<file path="src/rtl/gpu_cmd_if.sv">
// Host command port and workgroup launch port of the GPU command processor.
// The slave side is the command processor; the master side is the host /
// shader array that feeds commands and accepts launches.
interface gpu_cmd_if #(
  parameter int NUM_SHADER_CORES = 16
);
  localparam int CORE_W = $clog2(NUM_SHADER_CORES);

  logic [63:0]       host_cmd_data;
  logic              host_cmd_valid;
  logic              host_cmd_ready;
  logic              wg_launch;
  logic              wg_ready;
  logic [CORE_W-1:0] wg_core;
  logic [15:0]       wg_id;
  logic [31:0]       wg_pc;

  modport slave (
    input  host_cmd_data, host_cmd_valid, wg_ready,
    output host_cmd_ready, wg_launch, wg_core, wg_id, wg_pc
  );

  modport master (
    output host_cmd_data, host_cmd_valid, wg_ready,
    input  host_cmd_ready, wg_launch, wg_core, wg_id, wg_pc
  );
endinterface

</file>
<file path="src/rtl/gpu_cmd_processor.sv">
// GPU front-end command processor: buffers host command words in a FIFO,
// decodes them in order, expands DISPATCH into round-robin workgroup
// launches and holds FENCE until every shader core reports idle.
module gpu_cmd_processor #(
  parameter int NUM_SHADER_CORES = 16,
  parameter int FIFO_DEPTH       = 8
) (
  input  logic                        clk_2GHz,
  input  logic                        rst_n,
  gpu_cmd_if.slave                    cmd,
  input  logic [NUM_SHADER_CORES-1:0] shader_busy,
  output logic                        fence_done,
  output logic [1:0]                  cp_state,
  output logic [15:0]                 cmds_retired,
  output logic                        err_opcode
);
  localparam int AW     = $clog2(FIFO_DEPTH);
  localparam int CW     = AW + 1;
  localparam int CORE_W = $clog2(NUM_SHADER_CORES);

  typedef enum logic [1:0] {
    S_IDLE     = 2'b00,
    S_DISPATCH = 2'b01,
    S_FENCE    = 2'b10
  } state_t;

  state_t            state;
  logic [63:0]       fifo_mem [FIFO_DEPTH];
  logic [AW-1:0]     wr_ptr;
  logic [AW-1:0]     rd_ptr;
  logic [CW-1:0]     count;
  logic              push;
  logic              pop;
  logic [63:0]       head;
  logic [3:0]        head_op;
  logic [15:0]       head_n;
  logic [31:0]       pc_reg;
  logic [CORE_W-1:0] rr_ptr;
  logic [15:0]       wg_n;
  logic              wg_launch_r;
  logic [15:0]       wg_id_r;
  logic [31:0]       wg_pc_r;
  logic              hs;
  logic              retire;

  // Ready depends only on the registered count, so a pop in the same cycle
  // never re-opens a full FIFO until the following edge.
  assign cmd.host_cmd_ready = (count != CW'(FIFO_DEPTH));
  assign push    = cmd.host_cmd_valid && cmd.host_cmd_ready;
  assign pop     = (state == S_IDLE) && (count != '0);
  assign head    = fifo_mem[rd_ptr];
  assign head_op = head[63:60];
  assign head_n  = head[15:0];
  assign hs      = wg_launch_r && cmd.wg_ready;

  assign cmd.wg_launch = wg_launch_r;
  assign cmd.wg_core   = rr_ptr;
  assign cmd.wg_id     = wg_id_r;
  assign cmd.wg_pc     = wg_pc_r;
  assign cp_state      = state;

  // Decide whether the current cycle completes a command.
  always_comb begin
    retire = 1'b0;
    case (state)
      S_IDLE:     retire = pop && (head_op != 4'h3) &&
                           !((head_op == 4'h2) && (head_n != 16'd0));
      S_DISPATCH: retire = hs && (wg_id_r == wg_n - 16'd1);
      S_FENCE:    retire = fence_done;
      default:    retire = 1'b0;
    endcase
  end

  // FIFO storage: data only, no reset needed.
  always_ff @(posedge clk_2GHz) begin
    if (push) fifo_mem[wr_ptr] <= cmd.host_cmd_data;
  end

  // FIFO pointers and occupancy; reset flushes all buffered commands.
  always_ff @(posedge clk_2GHz or negedge rst_n) begin
    if (!rst_n) begin
      wr_ptr <= '0;
      rd_ptr <= '0;
      count  <= '0;
    end else begin
      if (push) wr_ptr <= wr_ptr + AW'(1);
      if (pop)  rd_ptr <= rd_ptr + AW'(1);
      case ({push, pop})
        2'b10:   count <= count + CW'(1);
        2'b01:   count <= count - CW'(1);
        default: ;
      endcase
    end
  end

  // Decode/dispatch/fence state machine with registered outputs.
  always_ff @(posedge clk_2GHz or negedge rst_n) begin
    if (!rst_n) begin
      state        <= S_IDLE;
      pc_reg       <= '0;
      rr_ptr       <= '0;
      wg_n         <= '0;
      wg_launch_r  <= 1'b0;
      wg_id_r      <= '0;
      wg_pc_r      <= '0;
      fence_done   <= 1'b0;
      cmds_retired <= '0;
      err_opcode   <= 1'b0;
    end else begin
      fence_done <= 1'b0;
      if (retire) cmds_retired <= cmds_retired + 16'd1;
      case (state)
        S_IDLE: begin
          if (pop) begin
            case (head_op)
              4'h0: ;
              4'h1: pc_reg <= head[31:0];
              4'h2: begin
                if (head_n != 16'd0) begin
                  wg_n        <= head_n;
                  wg_pc_r     <= pc_reg;
                  wg_id_r     <= '0;
                  wg_launch_r <= 1'b1;
                  state       <= S_DISPATCH;
                end
              end
              4'h3: begin
                // Pulse is raised one cycle after sampling idle cores, while
                // still reporting the FENCE state.
                fence_done <= (shader_busy == '0);
                state      <= S_FENCE;
              end
              default: err_opcode <= 1'b1;
            endcase
          end
        end
        S_DISPATCH: begin
          if (hs) begin
            rr_ptr <= rr_ptr + CORE_W'(1);
            if (wg_id_r == wg_n - 16'd1) begin
              wg_launch_r <= 1'b0;
              state       <= S_IDLE;
            end else begin
              wg_id_r <= wg_id_r + 16'd1;
            end
          end
        end
        S_FENCE: begin
          if (fence_done) state <= S_IDLE;
          else            fence_done <= (shader_busy == '0);
        end
        default: state <= S_IDLE;
      endcase
    end
  end
endmodule
</file>
<file path="src/flat_wrapper.sv">
// flat-port wrapper written by rule: the top's interface ports become plain ports
module gpu_cmd_processor_flat 
#(
  parameter int NUM_SHADER_CORES = 16,
  parameter int FIFO_DEPTH       = 8
)
  (clk_2GHz, rst_n, shader_busy, fence_done, cp_state, cmds_retired, err_opcode, cmd_host_cmd_data, cmd_host_cmd_valid, cmd_wg_ready, cmd_host_cmd_ready, cmd_wg_launch, cmd_wg_core, cmd_wg_id, cmd_wg_pc);
  gpu_cmd_if #(.NUM_SHADER_CORES(NUM_SHADER_CORES)) cmd_i ();
  input  logic clk_2GHz;
  input  logic rst_n;
  input  logic [NUM_SHADER_CORES-1:0] shader_busy;
  output logic fence_done;
  output logic [1:0] cp_state;
  output logic [15:0] cmds_retired;
  output logic err_opcode;
  input wire logic [$bits(cmd_i.host_cmd_data)-1:0] cmd_host_cmd_data;
  input wire logic [$bits(cmd_i.host_cmd_valid)-1:0] cmd_host_cmd_valid;
  input wire logic [$bits(cmd_i.wg_ready)-1:0] cmd_wg_ready;
  output wire logic [$bits(cmd_i.host_cmd_ready)-1:0] cmd_host_cmd_ready;
  output wire logic [$bits(cmd_i.wg_launch)-1:0] cmd_wg_launch;
  output wire logic [$bits(cmd_i.wg_core)-1:0] cmd_wg_core;
  output wire logic [$bits(cmd_i.wg_id)-1:0] cmd_wg_id;
  output wire logic [$bits(cmd_i.wg_pc)-1:0] cmd_wg_pc;
  assign cmd_i.host_cmd_data = cmd_host_cmd_data;
  assign cmd_i.host_cmd_valid = cmd_host_cmd_valid;
  assign cmd_i.wg_ready = cmd_wg_ready;
  assign cmd_host_cmd_ready = cmd_i.host_cmd_ready;
  assign cmd_wg_launch = cmd_i.wg_launch;
  assign cmd_wg_core = cmd_i.wg_core;
  assign cmd_wg_id = cmd_i.wg_id;
  assign cmd_wg_pc = cmd_i.wg_pc;
  gpu_cmd_processor #(.NUM_SHADER_CORES(NUM_SHADER_CORES), .FIFO_DEPTH(FIFO_DEPTH)) u_core (.clk_2GHz(clk_2GHz), .rst_n(rst_n), .cmd(cmd_i), .shader_busy(shader_busy), .fence_done(fence_done), .cp_state(cp_state), .cmds_retired(cmds_retired), .err_opcode(err_opcode));
endmodule
</file>
<file path="config.mk">
export PLATFORM = sky130hd
export DESIGN_NAME = gpu_cmd_processor_flat
export DESIGN_NICKNAME = d
export VERILOG_FILES = /design/src/rtl/gpu_cmd_if.sv /design/src/rtl/gpu_cmd_processor.sv /design/src/flat_wrapper.sv
export SDC_FILE = /design/constraint.sdc
export NUM_CORES = 1
export LEC_CHECK = 0
export CORE_MARGIN = 2
export CORE_UTILIZATION = 52
export DETAILED_ROUTE_END_ITERATION = 10
export PLACE_DENSITY_LB_ADDON = 0.08
export RECOVER_POWER = 25
export SYNTH_ARGS = -nofsm -noshare
export SYNTH_HDL_FRONTEND = slang
export SYNTH_SLANG_ARGS = --single-unit
</file>
<file path="constraint.sdc">
create_clock -name clk_2GHz -period 3.88 [get_ports clk_2GHz]
set_input_delay 0.388 -clock clk_2GHz [delete_from_list [all_inputs] [get_ports clk_2GHz]]
set_output_delay 0.388 -clock clk_2GHz [all_outputs]
set_load 0.01 [all_outputs]
</file>
==> results of run 1 <==
## per-layer routing
layer | vias to the layer above | share of wire [%] | wire length [microns]
met4 | 0 | 1.3 | 441
li1 | 4424 | - | -
met2 | 235 | 48 | 16500
met5 | - | 0 | 0
met3 | 36 | 5.3 | 1860
met1 | 4924 | 46 | 15900
## cell families (layout without fill, tap and decap cells)
kind of cell    after synthesis  after routing
simple gates                349            349
xor+xnor                     44             44
buf+inv                      59            263
fa+ha+maj                    10             10
mux                         129            129
compound gates               73             73
flops                       419            419
## cell usage after synthesis (13+ instances only)
cell,n
buf_2,13
mux4_2,69
nor4_1,13
nor3_1,20
a21oi_1,30
inv_1,13
mux2_2,35
mux2i_1,25
edfxtp_1,288
nand2_1,182
dfrtp_1,131
xnor2_1,25
nor2_1,46
xor2_1,19
clkbuf_1,20
## power by group through the flow
stage	Clock [uW]	Sequential, uW	Combinational, uW
global placement	0	5630	1160
global route	4260	5600	1260
CTS	4090	5560	1180
floorplan	0	5620	597
finish	4000	5560	1150
detailed placement	0	5650	1170
## cell type report
cell class | instances | area (sq um) | area share, %
Sequential cell | 419 | 11900 | 58.0
Multi-Input combinational cell | 605 | 4980 | 24.2
Timing Repair Buffer | 169 | 1670 | 8.12
Clock buffer | 58 | 1190 | 5.80
Tap cell | 442 | 553 | 2.69
Clock inverter | 22 | 195 | 0.949
Inverter | 14 | 52.6 | 0.255
## per-stage QoR
step                instances  hold slack (ns)
floorplan                1083           0.0924
global placement         1648            0.450
detailed placement       1648            0.450
CTS                      1729            0.465
global route             1729            0.484
finish                   1729            0.462
## cell usage in the layout, fill, tap and decap left out, types with 13 or more instances in the layout
| cell type | synthesis | routed |
|---|---|---|
| nor3_1 | 20 | 17 |
| clkdlybuf4s50_1 | 0 | 99 |
| clkbuf_16 | 0 | 44 |
| mux2_2 | 35 | 35 |
| buf_4 | 2 | 33 |
| nand2_1 | 182 | 182 |
| edfxtp_1 | 288 | 288 |
| mux2i_1 | 25 | 25 |
| dfrtp_1 | 131 | 128 |
| nor2_1 | 46 | 39 |
| dlygate4sd3_1 | 0 | 30 |
| mux4_2 | 69 | 69 |
| inv_1 | 13 | 13 |
| xnor2_1 | 25 | 25 |
| a21oi_1 | 30 | 30 |
| xor2_1 | 19 | 19 |
## timing repair
item	in CTS	in global routing
resized for setup	1	4
endpoints found under the hold margin	85	0
hold buffers	1	0
setup endpoints to repair	2	12
## worst min path at each step
stage | start | to | slack, ns | cells past startpoint
global placement | u_core.pc_reg[29] | u_core.cmd.wg_pc[29] | 0.45 | 2
detailed placement | u_core.pc_reg[23] | u_core.cmd.wg_pc[23] | 0.45 | 2
global route | u_core.pc_reg[13] | u_core.cmd.wg_pc[13] | 0.48 | 2
floorplan | rst_n | u_core.cmd.wg_core[0] | 0.09 | 0
finish | u_core.pc_reg[13] | u_core.cmd.wg_pc[13] | 0.46 | 2
CTS | u_core.pc_reg[23] | u_core.cmd.wg_pc[23] | 0.47 | 2
## worst max-delay path, delay by kind of cell (launching register included)
kind                       cells  cell delay [ns]
adders and majority gates      1             0.24
AOI/OAI and AO/OA              3             0.87
DFF                            1             0.42
and+or+nand+nor                4             1.83
buffers and inverters          1             0.10
xor gates and xnor gates       1             0.17
==> metrics.txt, run 1 <==
status=finished clean; Max Clk Rate=0.270 GHz; vias in the first global route=9423; Fillers=2396; RSZ-0062 raised after global routing=no; pin count of the biggest net entering global routing=90; multiplexer area fraction after synthesis=12.9%; Die Footprint=34300 sq um; Yosys reg bits=419; setup repair bufs after CTS=0; Worst Tran Pin Value=0.858 ns; crit path DAT=4.16 ns; Synth Area in Adders=0.777%; # Max-Cap Violations=0; clk sinks=419; first-pass GRT wire length=54500 microns; yosys warns=0; leakage power=0.00748 uW; post-synth top area cell=edfxtp_1; share of synthesized flip-flops with an asynchronous set or reset=31.3%; Num CTS Buffers=43; PortBufs=129; Simple-Gate Fraction of Synth Area=9.81%; latest clock arrival within the worst-skew pair=0.54 ns; dominant synthesized flop cell=edfxtp_1; period utilization=95.6%; Cell Area, Synth=17100 sq um; initial antenna violation count=0; largest cells by area after synthesis=edfxtp_1, dfrtp_1, mux4_2; 1st-iter DRT viols=601; Post-Syn Instances=1083; Slew Viols, Final=0; die width=185 microns; Rows=66; WL/cell=20.1 microns; number of remaining DRC errors=0; reg2reg setup slack=0.17 ns; Seq pwr share=51.9%; GRT Resource Usage Total=21.0%; global route total overflow=0; EDFF count, synth=288; Pwr Total=10700 uW; crit-path cells=inv_1, ha_1, or4b_4, or3_4, a2111oi_4, o221ai_2, or4_4, o21a_4, nor4_1, xor2_1; NetSw=2540 uW; cell area after layout=20600 sq um; syn nets=1177; CP Data Required Time=4.33 ns; M2 GR Usage=33.9%; crit path to=u_core.cmds_retired[13]; GP Congestion=0.834; cells on worst reg2reg path=10; Relative slew margins=42.1%; drt total wl=34800 microns; fin worst setup slack=0.171 ns; Startpoint Class=flop; Synth top area share=50.7%; Final Core Density=63.4%; slowest cell on the critical path=or4_4; Worst path max stage delay=0.58 ns; Synth Area per Inst=15.8 sq um; Logic pwr share=10.7%; Post-DP HPWL=21500 microns; GR peak layer=met2; Pint=8170 uW; Hold Fails Final Rpt=0; Final setup violation count=0; hold crit path type=reg -> reg; clock share of power=37.4%; clock buffer depth=3; clk slew on worst S/H paths=0.06 ns; VDD IR max=0.000386 V; antenna cells=0; Final ANT Viol Nets=0; met1 usage=30.6%; Die H=185 microns; clk root buf=clkbuf_16; CP endpoint kind=flop; CP Max Fanout=16; CTS tree=built; core area=32500 sq um; Final nets=1346; Crit. Startpoint=u_core.wg_n[0]; flip-flop count of the largest register after layout=288; sw frac=23.7%; GRT met3 Usage=3.54%; Setup WS pre-CTS=0.0220 ns; Initial Util=52.6%; critical path class=reg -> reg; Tmin final=3.71 ns; Via Count=9619; sequential area share after synthesis=69.9%; RR Startpoint=u_core.wg_n[0]; Layout area overhead=20.6%; setup TNS=0 ns; Initial DRT Pass Iterations=4; Netlist cell types=63; largest family of logic cells by synthesized area=multiplexers; Clock Skew=0.0196 ns; Ports=158; placed cell area=19100 sq um; layout cells sized above 1=18.8%; CTS H-tree depth=2; pwr dens=521 nW/um^2; via/cell ratio=5.56; Compound-Gate Fraction of Synth Area=2.84%; post-synthesis xor/xnor area fraction=2.26%; Crit Reg-Reg Endpoint=u_core.cmds_retired[13]
No activity file was read; power rests on OpenSTA's default activity.
==> run 2: changes to the inputs <==
--- a/config.mk
+++ b/config.mk
@@ -10,6 +10,7 @@
 export DETAILED_ROUTE_END_ITERATION = 10
 export PLACE_DENSITY_LB_ADDON = 0.08
 export RECOVER_POWER = 25
+export SETUP_SLACK_MARGIN = 0.1
 export SYNTH_ARGS = -nofsm -noshare
 export SYNTH_HDL_FRONTEND = slang
 export SYNTH_SLANG_ARGS = --single-unit
==> metrics.txt, run 2 (synthesized netlist as in run 1, its figures left out) <==
Layout area overhead=20.8%; drt total wl=34800 microns; CTS H-tree depth=2; Clock Skew=0.0194 ns; WHS=0.463 ns; Relative slew margins=42.4%; latest clock arrival within the worst-skew pair=0.54 ns; Ports=158; core area=32500 sq um; hold crit path type=reg -> reg; crit path DAT=4.10 ns; Setup WS pre-CTS=0.0220 ns; Initial DRT Pass Iterations=5; clock buffer depth=3; critical path class=reg -> reg; clk slew on worst S/H paths=0.06 ns; 1st-iter DRT viols=573; CP endpoint kind=flop; setup TNS=0 ns; Final nets=1347; first-pass GRT wire length=54500 microns; VDD IR max=0.000387 V; layout cells sized above 1=19.3%; GRT Resource Usage Total=21.0%; global route total overflow=0; die width=185 microns; leading cell type in the layout, fill and taps excluded=edfxtp_1; Startpoint Class=flop; Num CTS Buffers=43; PortBufs=129; Die H=185 microns; CTS tree=built; clk root buf=clkbuf_16; antenna cells=0; clk sinks=419; fin worst setup slack=0.232 ns; Final setup violation count=0; Final ANT Viol Nets=0; Rows=66; period utilization=94.0%; pin count of the biggest net entering global routing=90; CP Max Fanout=16; Max Clk Rate=0.274 GHz; status=finished clean; vias in the first global route=9423; RSZ-0062 raised after global routing=no; most frequent cells in the layout=edfxtp_1, nand2_1, dfrtp_1; Initial Util=52.6%; number of remaining DRC errors=0; initial antenna violation count=0; Via Count=9658; Die Footprint=34300 sq um; Post-DP HPWL=21500 microns; Slew Viols, Final=0; GP Congestion=0.834; leakage power=0.00748 uW; pwr dens=520 nW/um^2; Worst Tran Pin Value=0.854 ns; via/cell ratio=5.58; # Max-Cap Violations=0; CP Data Required Time=4.33 ns; Tmin final=3.65 ns; Fillers=2392; number of placed cells counting well taps=1648; flip-flop count of the largest register after layout=288; Hold Fails Final Rpt=0; post-route insts no fill=1730; WL/cell=20.1 microns
[run 2: changes by cell type in the layout (fill, tap and decap cells not counted)]
| cell | delta |
|---|---|
| a21oi_2 | +1 |
| ha_1 | -1 |
| nor4_1 | -3 |
| a21oi_1 | -1 |
| ha_2 | +1 |
| buf_6 | +1 |
| nor4_2 | +3 |
[run 2: per-stage QoR]
| step | cell area (sq um) | total power [uW] | utilization (%) |
|---|---|---|---|
| after CTS | 20600 | 10800 | 63.3 |
| after global routing | 20600 | 11100 | 63.5 |
| final | 20600 | 10700 | 63.5 |
| after floorplan | 17100 | 6210 | - |
| after global placement | 19100 | 6790 | 59.0 |
| after detailed placement | 19100 | 6820 | 59.0 |
[run 2: final timing paths]
kind,start,endpoint,slack (ns),cells past startpoint
worst min register to register,u_core.pc_reg[13],u_core.cmd.wg_pc[13],0.46,2
worst max register to register,u_core.wg_n[0],u_core.cmds_retired[14],0.23,10
min in group asynchronous,rst_n,u_core.cmd.wg_pc[3],0.47,2
worst min-delay path,u_core.pc_reg[13],u_core.cmd.wg_pc[13],0.46,2
max in group asynchronous,rst_n,u_core.cmd.wg_pc[20],2.50,3
worst max-delay path,u_core.wg_n[0],u_core.cmds_retired[14],0.23,10
[run 2: layer usage]
layer / global-route usage (%) / wire length (microns) / part of all wire (%) / up-vias
met5: 0 / 0 / 0 / -
met4: 4.29 / 413 / 1.2 / 0
met3: 3.54 / 2000 / 5.7 / 34
met2: 33.9 / 16500 / 47 / 266
met1: 30.6 / 15900 / 46 / 4927
li1: - / - / - / 4431
[run 2: power by group]
group,switching (uW),leakage (uW),internal (uW)
clock,1640,0.000678,2360
sequential,209,0.00431,5350
combinational,695,0.00249,458
[run 2: repair_timing]
| item | CTS | global route |
|---|---|---|
| gates resized for setup | 1 | 10 |
| buffers inserted | 0 | 1 |
| hold buffers | 1 | 0 |
| endpoints found under the hold margin | 85 | 0 |
| endpoints found under the setup margin | 6 | 16 |
[run 2: cell type report]
cell class | instances | area [sq um] | share of cell area, %
clock buffer | 58 | 1190 | 5.79
clock inverter | 22 | 195 | 0.947
inverter | 14 | 52.6 | 0.255
multi-input combinational | 605 | 5000 | 24.3
sequential | 419 | 11900 | 57.9
tap | 442 | 553 | 2.68
timing repair buffer | 170 | 1680 | 8.16
[run 2: critical path, stage by stage, from the launching register on]
cell and delay, ns:
dfrtp_1 0.42, inv_1 0.10, ha_2 0.22, or4b_4 0.51, or3_4 0.36, a2111oi_4 0.39, o221ai_2 0.16, or4_4 0.58
o21a_4 0.32, nor4_2 0.33, xor2_1 0.16
==> run 3: changes to the inputs <==
--- a/config.mk
+++ b/config.mk
@@ -11,6 +11,7 @@
 export PLACE_DENSITY_LB_ADDON = 0.08
 export RECOVER_POWER = 25
 export SETUP_SLACK_MARGIN = 0.1
+export SLEW_MARGIN = 10
 export SYNTH_ARGS = -nofsm -noshare
 export SYNTH_HDL_FRONTEND = slang
 export SYNTH_SLANG_ARGS = --single-unit
==> results of run 3 <==
The final DEF is identical to that of run 2; final timing and power are the same.
